<file path="src/rtl/lcd_line_writer_pkg.sv">
// lcd_line_writer_pkg
//   Shared constants, state encodings and small helpers for the LCD line
//   writer: HD44780 command bytes, ASCII codes used to format the line,
//   op_sel encodings and the value parked on the data bus when idle.
package lcd_line_writer_pkg;

  localparam logic [7:0] LCD_IDLE_BUS   = 8'hCC;

  localparam logic [7:0] CMD_FUNC_SET   = 8'h38;
  localparam logic [7:0] CMD_DISP_ON    = 8'h0E;
  localparam logic [7:0] CMD_ENTRY_MODE = 8'h06;
  localparam logic [7:0] CMD_CLEAR      = 8'h01;
  localparam logic [7:0] CMD_DDRAM_0    = 8'h80;

  localparam logic [7:0] ASC_DIGIT_BASE = 8'h30;
  localparam logic [7:0] ASC_ALPHA_BASE = 8'h41;
  localparam logic [7:0] ASC_BLANK      = 8'h20;
  localparam logic [7:0] ASC_A          = 8'h41;
  localparam logic [7:0] ASC_B          = 8'h42;
  localparam logic [7:0] ASC_D          = 8'h44;
  localparam logic [7:0] ASC_N          = 8'h4E;
  localparam logic [7:0] ASC_O          = 8'h4F;
  localparam logic [7:0] ASC_R          = 8'h52;
  localparam logic [7:0] ASC_S          = 8'h53;
  localparam logic [7:0] ASC_U          = 8'h55;
  localparam logic [7:0] ASC_X          = 8'h58;

  localparam logic [2:0] OP_ADD = 3'd0;
  localparam logic [2:0] OP_SUB = 3'd1;
  localparam logic [2:0] OP_AND = 3'd2;
  localparam logic [2:0] OP_OR  = 3'd3;
  localparam logic [2:0] OP_XOR = 3'd4;

  typedef enum logic [1:0] {
    ST_PWRUP,
    ST_INIT,
    ST_IDLE,
    ST_WRITE
  } lw_state_e;

  typedef enum logic [2:0] {
    BT_IDLE,
    BT_SETUP,
    BT_PULSE,
    BT_HOLD,
    BT_WAIT
  } bt_phase_e;

  function automatic int max_int(input int a, input int b);
    return (a > b) ? a : b;
  endfunction

  function automatic logic [7:0] hex_to_ascii(input logic [3:0] n);
    if (n < 4'd10) return ASC_DIGIT_BASE + {4'd0, n};
    else           return ASC_ALPHA_BASE + {4'd0, n - 4'd10};
  endfunction

  function automatic logic [7:0] init_cmd(input logic [1:0] idx);
    case (idx)
      2'd0:    return CMD_FUNC_SET;
      2'd1:    return CMD_DISP_ON;
      2'd2:    return CMD_ENTRY_MODE;
      default: return CMD_CLEAR;
    endcase
  endfunction

  function automatic logic [7:0] mnemonic_char(input logic [2:0] op, input logic [1:0] pos);
    logic [23:0] s;
    case (op)
      OP_ADD:  s = {ASC_A, ASC_D, ASC_D};
      OP_SUB:  s = {ASC_S, ASC_U, ASC_B};
      OP_AND:  s = {ASC_A, ASC_N, ASC_D};
      OP_OR:   s = {ASC_O, ASC_R, ASC_BLANK};
      OP_XOR:  s = {ASC_X, ASC_O, ASC_R};
      default: s = {ASC_BLANK, ASC_BLANK, ASC_BLANK};
    endcase
    case (pos)
      2'd0:    return s[23:16];
      2'd1:    return s[15:8];
      default: return s[7:0];
    endcase
  endfunction

endpackage

</file>
<file path="src/rtl/lcd_line_writer_if.sv">
// lcd_line_writer_if
//   Request and LCD pin bundle of the line writer.
//   master: drives start/a_val/b_val/op_sel, observes the LCD pins and status.
//   slave : the line writer itself.
interface lcd_line_writer_if #(
  parameter int N_DIGITS = 4
);
  logic                  start;
  logic [4*N_DIGITS-1:0] a_val;
  logic [4*N_DIGITS-1:0] b_val;
  logic [2:0]            op_sel;
  logic [7:0]            lcd_db;
  logic                  lcd_rs;
  logic                  lcd_rw;
  logic                  lcd_e;
  logic                  ready;
  logic                  busy;

  modport master (
    output start, a_val, b_val, op_sel,
    input  lcd_db, lcd_rs, lcd_rw, lcd_e, ready, busy
  );

  modport slave (
    input  start, a_val, b_val, op_sel,
    output lcd_db, lcd_rs, lcd_rw, lcd_e, ready, busy
  );
endinterface

</file>
<file path="src/rtl/lcd_line_writer_byte_timer.sv">
// lcd_byte_timer
//   Times one LCD bus transfer: SETUP (1 cycle), PULSE (E high for
//   E_PULSE_CYC), HOLD (1 cycle), WAIT (CLEAR_WAIT_CYC after a Clear,
//   otherwise CMD_WAIT_CYC). The parent drives db/rs for the whole transfer.
//   Ports: clk, rst_n, i_go (launch; accepted in IDLE or on the last WAIT
//   cycle), i_is_clear (sampled with i_go), o_lcd_e, o_done (last WAIT cycle).
//
//   phase    | meaning
//   BT_IDLE  | no transfer in flight
//   BT_SETUP | data/rs settle, E low
//   BT_PULSE | E high
//   BT_HOLD  | E low, data held
//   BT_WAIT  | LCD execution time, data held
module lcd_byte_timer
  import lcd_line_writer_pkg::*;
#(
  parameter int E_PULSE_CYC    = 12,
  parameter int CMD_WAIT_CYC   = 2000,
  parameter int CLEAR_WAIT_CYC = 82000
) (
  input  logic clk,
  input  logic rst_n,
  input  logic i_go,
  input  logic i_is_clear,
  output logic o_lcd_e,
  output logic o_done
);

  localparam int CNT_MAX = max_int(max_int(E_PULSE_CYC, CMD_WAIT_CYC), CLEAR_WAIT_CYC);
  localparam int CNT_W   = (CNT_MAX > 1) ? $clog2(CNT_MAX) : 1;
  localparam logic [CNT_W-1:0] PULSE_LOAD = CNT_W'(E_PULSE_CYC - 1);
  localparam logic [CNT_W-1:0] CMD_LOAD   = CNT_W'(CMD_WAIT_CYC - 1);
  localparam logic [CNT_W-1:0] CLR_LOAD   = CNT_W'(CLEAR_WAIT_CYC - 1);

  bt_phase_e        r_phase, w_phase_next;
  logic [CNT_W-1:0] r_cnt, w_cnt_next;
  logic             r_is_clear, w_is_clear_next;
  logic             w_cnt_zero;

  assign w_cnt_zero = (r_cnt == '0);

  always_ff @(posedge clk or negedge rst_n) begin
    if (!rst_n) begin
      r_phase    <= BT_IDLE;
      r_cnt      <= '0;
      r_is_clear <= 1'b0;
    end else begin
      r_phase    <= w_phase_next;
      r_cnt      <= w_cnt_next;
      r_is_clear <= w_is_clear_next;
    end
  end

  always_comb begin
    w_phase_next    = r_phase;
    w_cnt_next      = r_cnt;
    w_is_clear_next = r_is_clear;
    case (r_phase)
      BT_IDLE: begin
        if (i_go) begin
          w_phase_next    = BT_SETUP;
          w_is_clear_next = i_is_clear;
        end
      end
      BT_SETUP: begin
        w_phase_next = BT_PULSE;
        w_cnt_next   = PULSE_LOAD;
      end
      BT_PULSE: begin
        if (w_cnt_zero) w_phase_next = BT_HOLD;
        else            w_cnt_next   = r_cnt - 1'b1;
      end
      BT_HOLD: begin
        w_phase_next = BT_WAIT;
        w_cnt_next   = r_is_clear ? CLR_LOAD : CMD_LOAD;
      end
      BT_WAIT: begin
        // back-to-back launch: next SETUP directly follows the last WAIT cycle
        if (w_cnt_zero) begin
          if (i_go) begin
            w_phase_next    = BT_SETUP;
            w_is_clear_next = i_is_clear;
          end else begin
            w_phase_next = BT_IDLE;
          end
        end else begin
          w_cnt_next = r_cnt - 1'b1;
        end
      end
      default: w_phase_next = BT_IDLE;
    endcase
  end

  always_comb begin
    o_lcd_e = (r_phase == BT_PULSE);
    o_done  = (r_phase == BT_WAIT) && w_cnt_zero;
  end

endmodule

</file>
<file path="src/rtl/lcd_line_writer.sv">
// lcd_line_writer
//   Powers up and initialises an HD44780 character LCD, then on request
//   writes one line "<A> <mnemonic> <B>" in hex. Operands and op code are
//   captured when the request is accepted.
//   Ports: clk, rst_n (async active-low), bus (slave modport):
//     start/a_val/b_val/op_sel in; lcd_db/lcd_rs/lcd_rw/lcd_e, ready, busy out.
//
//   state    | meaning
//   ST_PWRUP | waiting PWRUP_WAIT_CYC after reset release
//   ST_INIT  | issuing 38,0E,06,01
//   ST_IDLE  | ready for a line request
//   ST_WRITE | issuing address command and line characters
module lcd_line_writer
  import lcd_line_writer_pkg::*;
#(
  parameter int N_DIGITS       = 4,
  parameter int E_PULSE_CYC    = 12,
  parameter int CMD_WAIT_CYC   = 2000,
  parameter int CLEAR_WAIT_CYC = 82000,
  parameter int PWRUP_WAIT_CYC = 750000
) (
  input  logic               clk,
  input  logic               rst_n,
  lcd_line_writer_if.slave   bus
);

  localparam int N_CHARS = 2*N_DIGITS + 6;
  localparam int IDX_W   = $clog2(N_CHARS);
  localparam logic [IDX_W-1:0] LAST_IDX  = IDX_W'(N_CHARS - 1);
  localparam logic [IDX_W-1:0] INIT_LAST = IDX_W'(3);
  localparam int DLY_MAX = max_int(max_int(CMD_WAIT_CYC, CLEAR_WAIT_CYC), PWRUP_WAIT_CYC);
  localparam int DLY_W   = (DLY_MAX > 1) ? $clog2(DLY_MAX) : 1;
  localparam logic [DLY_W-1:0] PWRUP_LOAD = DLY_W'(PWRUP_WAIT_CYC - 1);

  lw_state_e             r_state, w_state_next;
  logic [IDX_W-1:0]      r_idx, w_launch_idx;
  logic [7:0]            r_db, w_launch_db, w_line_db;
  logic                  r_rs, w_launch_rs, w_line_rs;
  logic [DLY_W-1:0]      r_dly;
  logic [4*N_DIGITS-1:0] r_a, r_b;
  logic [2:0]            r_op;
  logic                  w_go, w_snap, w_is_clear, w_done, w_lcd_e;

  lcd_byte_timer #(
    .E_PULSE_CYC    (E_PULSE_CYC),
    .CMD_WAIT_CYC   (CMD_WAIT_CYC),
    .CLEAR_WAIT_CYC (CLEAR_WAIT_CYC)
  ) u_byte_timer (
    .clk        (clk),
    .rst_n      (rst_n),
    .i_go       (w_go),
    .i_is_clear (w_is_clear),
    .o_lcd_e    (w_lcd_e),
    .o_done     (w_done)
  );

  always_ff @(posedge clk or negedge rst_n) begin
    if (!rst_n) r_state <= ST_PWRUP;
    else        r_state <= w_state_next;
  end

  always_comb begin
    w_state_next = r_state;
    w_go         = 1'b0;
    w_snap       = 1'b0;
    w_launch_idx = r_idx;
    case (r_state)
      ST_PWRUP: begin
        if (r_dly == '0) begin
          w_state_next = ST_INIT;
          w_go         = 1'b1;
          w_launch_idx = '0;
        end
      end
      ST_INIT: begin
        if (w_done) begin
          if (r_idx == INIT_LAST) begin
            w_state_next = ST_IDLE;
          end else begin
            w_go         = 1'b1;
            w_launch_idx = r_idx + IDX_W'(1);
          end
        end
      end
      ST_IDLE: begin
        if (bus.start) begin
          w_state_next = ST_WRITE;
          w_go         = 1'b1;
          w_snap       = 1'b1;
          w_launch_idx = '0;
        end
      end
      ST_WRITE: begin
        if (w_done) begin
          if (r_idx == LAST_IDX) begin
            w_state_next = ST_IDLE;
          end else begin
            w_go         = 1'b1;
            w_launch_idx = r_idx + IDX_W'(1);
          end
        end
      end
      default: w_state_next = ST_PWRUP;
    endcase
  end

  // Line layout: [0]=addr cmd, [1..N]=A msd first, [N+1]=blank,
  // [N+2..N+4]=mnemonic, [N+5]=blank, [N+6..2N+5]=B msd first.
  // Index 0 needs no snapshot, so launching it in the request cycle is safe.
  always_comb begin
    int k;
    k         = int'(w_launch_idx);
    w_line_db = ASC_BLANK;
    w_line_rs = 1'b1;
    if (k == 0) begin
      w_line_db = CMD_DDRAM_0;
      w_line_rs = 1'b0;
    end else if (k <= N_DIGITS) begin
      w_line_db = hex_to_ascii(r_a[4*(N_DIGITS-k) +: 4]);
    end else if (k == N_DIGITS + 1) begin
      w_line_db = ASC_BLANK;
    end else if (k <= N_DIGITS + 4) begin
      w_line_db = mnemonic_char(r_op, 2'(k - N_DIGITS - 2));
    end else if (k == N_DIGITS + 5) begin
      w_line_db = ASC_BLANK;
    end else begin
      w_line_db = hex_to_ascii(r_b[4*(2*N_DIGITS+5-k) +: 4]);
    end
  end

  always_comb begin
    if (r_state == ST_PWRUP || r_state == ST_INIT) begin
      w_launch_db = init_cmd(w_launch_idx[1:0]);
      w_launch_rs = 1'b0;
    end else begin
      w_launch_db = w_line_db;
      w_launch_rs = w_line_rs;
    end
    w_is_clear = (w_launch_db == CMD_CLEAR) && !w_launch_rs;
  end

  always_ff @(posedge clk or negedge rst_n) begin
    if (!rst_n) begin
      r_idx <= '0;
      r_db  <= LCD_IDLE_BUS;
      r_rs  <= 1'b0;
      r_dly <= PWRUP_LOAD;
      r_a   <= '0;
      r_b   <= '0;
      r_op  <= '0;
    end else begin
      if (r_state == ST_PWRUP && r_dly != '0) r_dly <= r_dly - 1'b1;
      if (w_go) begin
        r_idx <= w_launch_idx;
        r_db  <= w_launch_db;
        r_rs  <= w_launch_rs;
      end
      if (w_snap) begin
        r_a  <= bus.a_val;
        r_b  <= bus.b_val;
        r_op <= bus.op_sel;
      end
    end
  end

  always_comb begin
    bus.lcd_db = LCD_IDLE_BUS;
    bus.lcd_rs = 1'b0;
    if (r_state == ST_INIT || r_state == ST_WRITE) begin
      bus.lcd_db = r_db;
      bus.lcd_rs = r_rs;
    end
    bus.lcd_rw = 1'b0;
    bus.lcd_e  = w_lcd_e;
    bus.ready  = (r_state == ST_IDLE);
    bus.busy   = (r_state != ST_IDLE);
  end

endmodule

</file>
<file path="src/flat_wrapper.sv">
// flat-port wrapper written by rule: the top's interface ports become plain ports
module lcd_line_writer_flat import lcd_line_writer_pkg::*;
#(
  parameter int N_DIGITS       = 4,
  parameter int E_PULSE_CYC    = 12,
  parameter int CMD_WAIT_CYC   = 2000,
  parameter int CLEAR_WAIT_CYC = 82000,
  parameter int PWRUP_WAIT_CYC = 750000
)
  (clk, rst_n, bus_start, bus_a_val, bus_b_val, bus_op_sel, bus_lcd_db, bus_lcd_rs, bus_lcd_rw, bus_lcd_e, bus_ready, bus_busy);
  lcd_line_writer_if #(.N_DIGITS(N_DIGITS)) bus_i ();
  input  logic clk;
  input  logic rst_n;
  input wire logic [$bits(bus_i.start)-1:0] bus_start;
  input wire logic [$bits(bus_i.a_val)-1:0] bus_a_val;
  input wire logic [$bits(bus_i.b_val)-1:0] bus_b_val;
  input wire logic [$bits(bus_i.op_sel)-1:0] bus_op_sel;
  output wire logic [$bits(bus_i.lcd_db)-1:0] bus_lcd_db;
  output wire logic [$bits(bus_i.lcd_rs)-1:0] bus_lcd_rs;
  output wire logic [$bits(bus_i.lcd_rw)-1:0] bus_lcd_rw;
  output wire logic [$bits(bus_i.lcd_e)-1:0] bus_lcd_e;
  output wire logic [$bits(bus_i.ready)-1:0] bus_ready;
  output wire logic [$bits(bus_i.busy)-1:0] bus_busy;
  assign bus_i.start = bus_start;
  assign bus_i.a_val = bus_a_val;
  assign bus_i.b_val = bus_b_val;
  assign bus_i.op_sel = bus_op_sel;
  assign bus_lcd_db = bus_i.lcd_db;
  assign bus_lcd_rs = bus_i.lcd_rs;
  assign bus_lcd_rw = bus_i.lcd_rw;
  assign bus_lcd_e = bus_i.lcd_e;
  assign bus_ready = bus_i.ready;
  assign bus_busy = bus_i.busy;
  lcd_line_writer #(.N_DIGITS(N_DIGITS), .E_PULSE_CYC(E_PULSE_CYC), .CMD_WAIT_CYC(CMD_WAIT_CYC), .CLEAR_WAIT_CYC(CLEAR_WAIT_CYC), .PWRUP_WAIT_CYC(PWRUP_WAIT_CYC)) u_core (.clk(clk), .rst_n(rst_n), .bus(bus_i));
endmodule
</file>
<file path="config.mk">
export PLATFORM = sky130hd
export DESIGN_NAME = lcd_line_writer_flat
export DESIGN_NICKNAME = d
export VERILOG_FILES = /design/src/rtl/lcd_line_writer_pkg.sv /design/src/rtl/lcd_line_writer_if.sv /design/src/rtl/lcd_line_writer_byte_timer.sv /design/src/rtl/lcd_line_writer.sv /design/src/flat_wrapper.sv
export SDC_FILE = /design/constraint.sdc
export NUM_CORES = 1
export LEC_CHECK = 0
export ABC_AREA = 1
export ABC_CLOCK_PERIOD_IN_PS = 3960
export CORE_UTILIZATION = 58
export DETAILED_ROUTE_END_ITERATION = 8
export GPL_TIMING_DRIVEN = 0
export PLACE_DENSITY_LB_ADDON = 0.05
export SETUP_SLACK_MARGIN = 0.02
export SKIP_CTS_REPAIR_TIMING = 1
export SYNTH_ARGS = -nofsm -noshare
export SYNTH_HDL_FRONTEND = slang
export SYNTH_SLANG_ARGS = --single-unit
</file>
<file path="constraint.sdc">
create_clock -name clk -period 3.96 [get_ports clk]
set_input_delay 0.792 -clock clk [delete_from_list [all_inputs] [get_ports clk]]
set_output_delay 0.792 -clock clk [all_outputs]
set_load 0.01 [all_outputs]
</file>
* Word level (Yosys, flattened, before mapping)
Index checks and enable logic that the tools add are counted. W data, S select, Z words.
Cells by class: muxes and demuxes 48, magnitude comparators 4, reductions and logical operators 22, eq/ne operators 30, shifts and indexed selects 2, add/subtract/negate cells 13
Operators with widths (number):
- $pmux W23 S5 | 1
- $mux W8 | 9
- $shiftx A16 B32 Y4 | 2
- $pmux W17 S3 | 1
- $mux W17 | 2
- $mux W4 | 6
- $logic_not A20 Y1 | 1
- $reduce_bool A20 Y1 | 1
- $sub A20 B1 Y20 const B | 1
- $pmux W6 S3 | 1
- $logic_not A17 Y1 | 1
- $sub A17 B1 Y17 const B | 1
- $add A7 B4 Y8 const A | 2
- $pmux W4 S4 | 1
- $pmux W8 S2 | 1
- $pmux W3 S5 | 1
- $add A6 B4 Y7 const A | 2
- $ne A2 B2 Y1 const B | 7
- $mux W1 | 13
- $eq A3 B2 Y1 const B | 4
- $eq A4 B4 Y1 const B | 3
- $mux W2 | 6
- $mux W3 | 3
- $eq A8 B1 Y1 const B | 1
- other kinds (30) | 48
Storage, ports and cells: output and inout port bits 13, bits in registers 91, word-level logic and storage cells 130, input bits 38

* Logic depth before layout (Yosys ltp)
word-level depth 20, depth in mapped cells 31, gate-level depth less buffers 31

* Modules after synthesis
Synthesis repeated with hierarchy kept, for this count alone.
Unflattened totals: cells, all modules 841, area total of the unflattened synthesis 6162.2 um^2
Modules (own cells, without submodules):
- lcd_line_writer | times used 1, cells each 623, seq. area each 1773.0 um^2, area each 4662.0 um^2
- lcd_byte_timer | times used 1, cells each 218, seq. area each 525.5 um^2, area each 1500.2 um^2

* Worst setup path before layout
OpenSTA, ideal clock, no wires.
path type reg2reg, from register u_core.r_dly[0], to register u_core.u_byte_timer.r_is_clear, clock period less this slack 3.448 ns, library setup time 0.117 ns, buffers on the path 0, slack 0.512 ns, stages on the path, launching flop included 29, required time 3.843 ns, data arrival time 3.331 ns, cells stage by stage dfstp_2 inv_1 ha_1 nand2_1 nor2_1 nand2_1 nor2_1 nand2_1 nand3_2 o21ai_2 inv_1 ha_1 nand3_1 nand2_1 nand2_1 nand2_1 nor2_2 nand3_1 ha_1 inv_1 nand4_1 nand2_1 nor2_1 nor2_1 nand2_1 nand2_1 a21oi_1 nand3_1 nand2_1
Between the ends: word-level cells in the longest chain between the ends 19, elaborated cells on any way between the ends 47, classes of those cells 10 x add/sub; 4 x order compare; 6 x eq/ne; 2 x shift; 19 x mux; 6 x reduce/logical
RTL lines:
- start, declared | RTL line lcd_line_writer.sv:39 | logic [DLY_W-1:0] r_dly;
- start signal, assigned | RTL line lcd_line_writer.sv:152 | if (r_state == ST_PWRUP && r_dly != '0) r_dly <= r_dly - 1'b1;
- $logic_not A20 Y1 * | RTL line lcd_line_writer.sv:69 | if (r_dly == '0) begin
- $mux W4 * | RTL line lcd_line_writer.sv:69
- $pmux W4 S4 * | RTL line lcd_line_writer.sv:67 | case (r_state)
- named net u_core.w_launch_idx[1] | RTL line lcd_line_writer.sv:36 | logic [IDX_W-1:0] r_idx, w_launch_idx;
- $sub A4 B4 Y5 | RTL line lcd_line_writer.sv:127 | w_line_db = hex_to_ascii(r_b[4*(2*N_DIGITS+5-k) +: 4]);
- $shiftx A16 B32 Y4 | RTL line lcd_line_writer.sv:127
- $sub A4 B4 Y4 | RTL line lcd_line_writer_pkg.sv:55 | else return ASC_ALPHA_BASE + {4'd0, n - 4'd10};
- $add A7 B4 Y8 | RTL line lcd_line_writer_pkg.sv:55
- [4 not listed]
- $mux W8 | RTL line lcd_line_writer.sv:118 | end else if (k <= N_DIGITS) begin
- $mux W8 | RTL line lcd_line_writer.sv:115 | if (k == 0) begin
- $mux W8 | RTL line lcd_line_writer.sv:132 | if (r_state == ST_PWRUP || r_state == ST_INIT) begin
- $eq A8 B1 Y1 | RTL line lcd_line_writer.sv:139 | w_is_clear = (w_launch_db == CMD_CLEAR) && !w_launch_rs;
- $logic_and A1 B1 Y1 * | RTL line lcd_line_writer.sv:139
- $mux W1 * | RTL line lcd_line_writer_byte_timer.sv:60, lcd_line_writer_byte_timer.sv:80
- $mux W1 | RTL line lcd_line_writer_byte_timer.sv:79 | if (w_cnt_zero) begin
- $pmux W1 S2 * | RTL line lcd_line_writer_byte_timer.sv:58 | case (r_phase)
- end signal, assigned | RTL line lcd_line_writer_byte_timer.sv:50 | r_is_clear <= w_is_clear_next;
- end, declared | RTL line lcd_line_writer_byte_timer.sv:37 | logic r_is_clear, w_is_clear_next;
The timed path passes the listed nets; every way through them passes the cells marked *. The select of a mux whose other input is x is not followed. A chain may end at the register's enable or synchronous reset.

* Worst setup path in the final report
from register u_core.u_byte_timer.r_cnt[0], to register u_core.u_byte_timer.r_is_clear
Between the ends: word-level cells in the longest chain between the ends 20, elaborated cells on any way between the ends 52, classes of those cells 10 x add/sub; 4 x order compare; 7 x eq/ne; 2 x shift; 21 x mux; 8 x reduce/logical
RTL lines:
- start, declared | RTL line lcd_line_writer_byte_timer.sv:36 | logic [CNT_W-1:0] r_cnt, w_cnt_next;
- start signal, assigned | RTL line lcd_line_writer_byte_timer.sv:49 | r_cnt <= w_cnt_next;
- $logic_not A17 Y1 * | RTL line lcd_line_writer_byte_timer.sv:40 | assign w_cnt_zero = (r_cnt == '0);
- $logic_and A1 B1 Y1 * | RTL line lcd_line_writer_byte_timer.sv:96 | o_done = (r_phase == BT_WAIT) && w_cnt_zero;
- $mux W4 (on tied branches) | RTL line lcd_line_writer.sv:94, lcd_line_writer.sv:76
- $pmux W4 S4 * | RTL line lcd_line_writer.sv:67
- named net u_core.w_launch_idx[0] | RTL line lcd_line_writer.sv:36
- $sub A4 B4 Y5 | RTL line lcd_line_writer.sv:127
- $shiftx A16 B32 Y4 | RTL line lcd_line_writer.sv:127
- $sub A4 B4 Y4 | RTL line lcd_line_writer_pkg.sv:55
- [5 not listed]
- $mux W8 | RTL line lcd_line_writer.sv:118
- $mux W8 | RTL line lcd_line_writer.sv:115
- $mux W8 | RTL line lcd_line_writer.sv:132
- $eq A8 B1 Y1 | RTL line lcd_line_writer.sv:139
- $logic_and A1 B1 Y1 * | RTL line lcd_line_writer.sv:139
- $mux W1 * | RTL line lcd_line_writer_byte_timer.sv:60, lcd_line_writer_byte_timer.sv:80
- $mux W1 | RTL line lcd_line_writer_byte_timer.sv:79
- $pmux W1 S2 * | RTL line lcd_line_writer_byte_timer.sv:58
Marks and branches as above.

==> results by group <==
Yosys
  – Synth Instances: roughly 730
  – Mapped Area: 5530 sq um
  – Synth Net Count: 786
  – Largest cells by area after synthesis: dfrtp_1 33%, nand2_1 9.8%, dfstp_2 8.1%
  – Post-synth EDFFs: 0
  – Seq/Total Area, Yosys: just over 40%
  – Synth top area share: between 30% and 40%
  – Synth Warn #: 0
  – Synth unique cells: 47
  – Mean Syn Cell Area: between 7 and 8 sq um
  – Ys flop type: dfrtp_1
  – Synth async-reset ratio: 100%
  – Area leader, netlist: dfrtp_1
  – #FFs+latches synth: 91

Clocking
  – Inserted Clock Buffers: 9
  – Clock Path Buffers: 2
  – TritonCTS clock tree: built
  – Skew-Pair Late Insertion Delay: 0.37 ns
  – H-tree Lvls: 3
  – Clock-pin slew on the worst setup and hold paths: 0.10 ns
  – Root buffer cell: clkbuf_8
  – CTS Sinks: 91

Routing
  – DRT iter0 DRCs: a little over 300
  – Pre-antenna DRT Iters: 6
  – Drt drc: 0
  – Highest layer used for signal routing: met4
  – Via density: approximately 5.5
  – DR vias: 5181
  – DRT Wirelength: between 10000 and 15000 microns
  – Post-DR wirelength/cell: about 14 microns
  – Met3 WL: 584 microns
  – Post-route antenna net violation count: 0
  – Met1 wire length: 5580 microns
  – DR WL met2: around 6800 microns

Global route
  – Initial antenna violation count: 0
  – All-Layer GR Usage: about 28%
  – GR Overflow Total: 0
  – Largest net degree at the start of global routing: 50
  – Vias in the first global route: between 4000 and 5000
  – First-pass GRT wire length: 22100 microns

Finish
  – Commonest non-fill, non-tap cell in the layout: nand2_1
  – ANT cells: 0
  – Total Nets Final: 865
  – Design area: roughly 6700 sq um
  – Commonest non-fill, non-tap cells in the layout: 142 x nand2_1, 105 x inv_1, 85 x nor2_1, 73 x dfrtp_1, 69 x nand3_1
  – # fillers: 750
  – Share of layout cells above drive strength 1: 15.0%
  – Synthesis-to-finish area growth: 20.9%
  – Final Util: 72.4%

Timing
  – Layout Skew: between 0.01 and 0.015 ns
  – Max Freq: 267 MHz
  – Slew Viols, Final: 0
  – PnR worst setup slack: 0.211 ns
  – Crit path time final: about 3.7 ns
  – Rel. slew slack: 53.7%
  – Final hold vios: 0
  – Worst slew pin tran: roughly 0.7 ns
  – # setup viols final: 0
  – Tcrit/Tclk final: a little over nine tenths

Worst hold path
  – Tightest Hold Check Type: in -> async

Critical path
  – Family with the most delay on the worst path: simple AND/OR/NAND/NOR gates
  – Crit. End Element: register
  – R2R cell count: 28
  – CP bufs+invs: 7
  – Crit path launch type: register
  – Crit-path slowest cell: dfrtp_1
  – Delay of the slowest critical-path stage: around 0.4 ns
  – Cell with the most instances on the worst path: nand2_1
  – Worst Path Required: approximately 4.2 ns
  – Critical Path Stages: 28
  – Critical Path Fanout Max: 7
  – WS Path Type: reg -> reg
  – WP data arrival: around 4.0 ns

Power
  – Max IR drop VDD: around 140 uV
  – Power per cell area: between 200 and 250 nW/um^2
  – Leak: ~0.0035 uW

Place
  – Pre-CTS WS: -0.745 ns
  – Post-DP Area: 6210 sq um
  – Routability cong.: 0.891
  – I/O Buffers: between 40 and 50
  – Final HPWL from detailed placement: approximately 9600 microns

Floorplanning
  – Initial Util: 59.9%
  – Die X: ~100 microns
  – Core box area: 9240 sq um
  – I/O pin count: 51
  – Die extent in y: 99.7 microns
  – FP Rows: 35
  – Die ar.: around 9900 sq um

Flow run
  – Max_cap viols: 0

Run status
  – Status: finished clean
-- per-stage QoR --
step / power (uW) / hold slack, ns / setup TNS [ns] / cells
6_report: 1670 / 0.410 / 0 / 944
5_1_grt: 1730 / 0.437 / -0.0716 / 944
4_1_cts: 1680 / 0.433 / -1.56 / 926
3_5_place_dp: 1010 / 0.484 / -3.27 / 910
3_3_place_gp: 1000 / 0.466 / -91.73 / 909
2_1_floorplan: 949 / 0.446 / 0 / 731
-- report_power, final --
part | internal, uW | switching, uW
Combinational | 34.9 | 23.4
Sequential | 929 | 0
Clock | 317 | 364
Total | 1280 | 388
-- layout make-up --
class / instances / area, sq um / share of cell area (%)
Multi-Input combinational cell: 512 / 2850 / 42.5
Clock buffer: 10 / 138 / 2.06
Tap cell: 129 / 161 / 2.41
Inverter: 114 / 434 / 6.49
Sequential cell: 91 / 2300 / 34.4
Buffer: 14 / 83.8 / 1.25
Timing Repair Buffer: 68 / 654 / 9.78
Clock inverter: 6 / 72.6 / 1.08
-- worst paths after layout --
path,to,startpoint,slack (ns)
max in group asynchronous,u_core.r_db[7],rst_n,2.87
worst min-delay path,u_core.r_dly[10],rst_n,0.41
worst max register to register,u_core.u_byte_timer.r_is_clear,u_core.u_byte_timer.r_cnt[0],0.21
worst max-delay path,u_core.u_byte_timer.r_is_clear,u_core.u_byte_timer.r_cnt[0],0.21
min in group clk,u_core.r_dly[18],u_core.r_dly[18],0.49
worst min register to register,u_core.r_dly[18],u_core.r_dly[18],0.49
-- flip-flops by register name, summed over array words and instances (netlist names) --
name,flops
u_core.u_byte_timer.r_is_clear,1
u_core.r_a,16
u_core.r_rs,1
u_core.r_b,16
u_core.u_byte_timer.r_cnt,17
u_core.r_op,3
u_core.u_byte_timer.r_phase,3
u_core.r_state,2
u_core.r_db,8
u_core.r_dly,20
u_core.r_idx,4
-- cell usage after synthesis (2+ instances only) --
library cell	instances
nand2_1	144
nand2_2	5
nor3_1	14
nand3b_1	2
a22oi_1	7
ha_1	17
buf_2	2
dfstp_2	17
inv_2	5
a21oi_1	43
nor2_1	89
dfrtp_1	74
nand4_1	10
or2_2	2
nand3_2	3
o21ai_2	3
o21ai_0	32
nor3_2	2
o211ai_1	5
o2111ai_1	2
xnor2_1	6
mux2_2	17
clkbuf_1	7
nand3_1	74
o22ai_1	2
a31oi_1	4
nor4_1	2
xor2_1	12
buf_4	3
inv_1	109
-- cells by family after synthesis --
logic type                 count (synthesis)  synth area share (%)
muxes                                     17                  3.46
DFF                                       91                  41.5
buffers and inverters                    128                  9.07
and+or+nand+nor                          350                  27.5
AOI/OAI and AO/OA                        109                  11.7
xor gates and xnor gates                  18                  2.85
other                                      1                0.0678
adders and majority gates                 17                  3.84
-- worst register-to-register path, delay by kind of cell (launching register included) --
kind / cells / cell delay [ns]
flops: 1 / 0.40
buf+inv: 7 / 0.81
simple gates: 15 / 1.46
compound gates: 4 / 0.51
fa+ha+maj: 2 / 0.49
-- routing by layer --
layer / up-vias / global-route usage (%)
li1: 2530 / -
met5: - / 0
met3: 42 / 4.57
met4: 0 / 12.4
met1: 2444 / 33.6
met2: 165 / 49.5
Power figures use the tool's default switching activity.
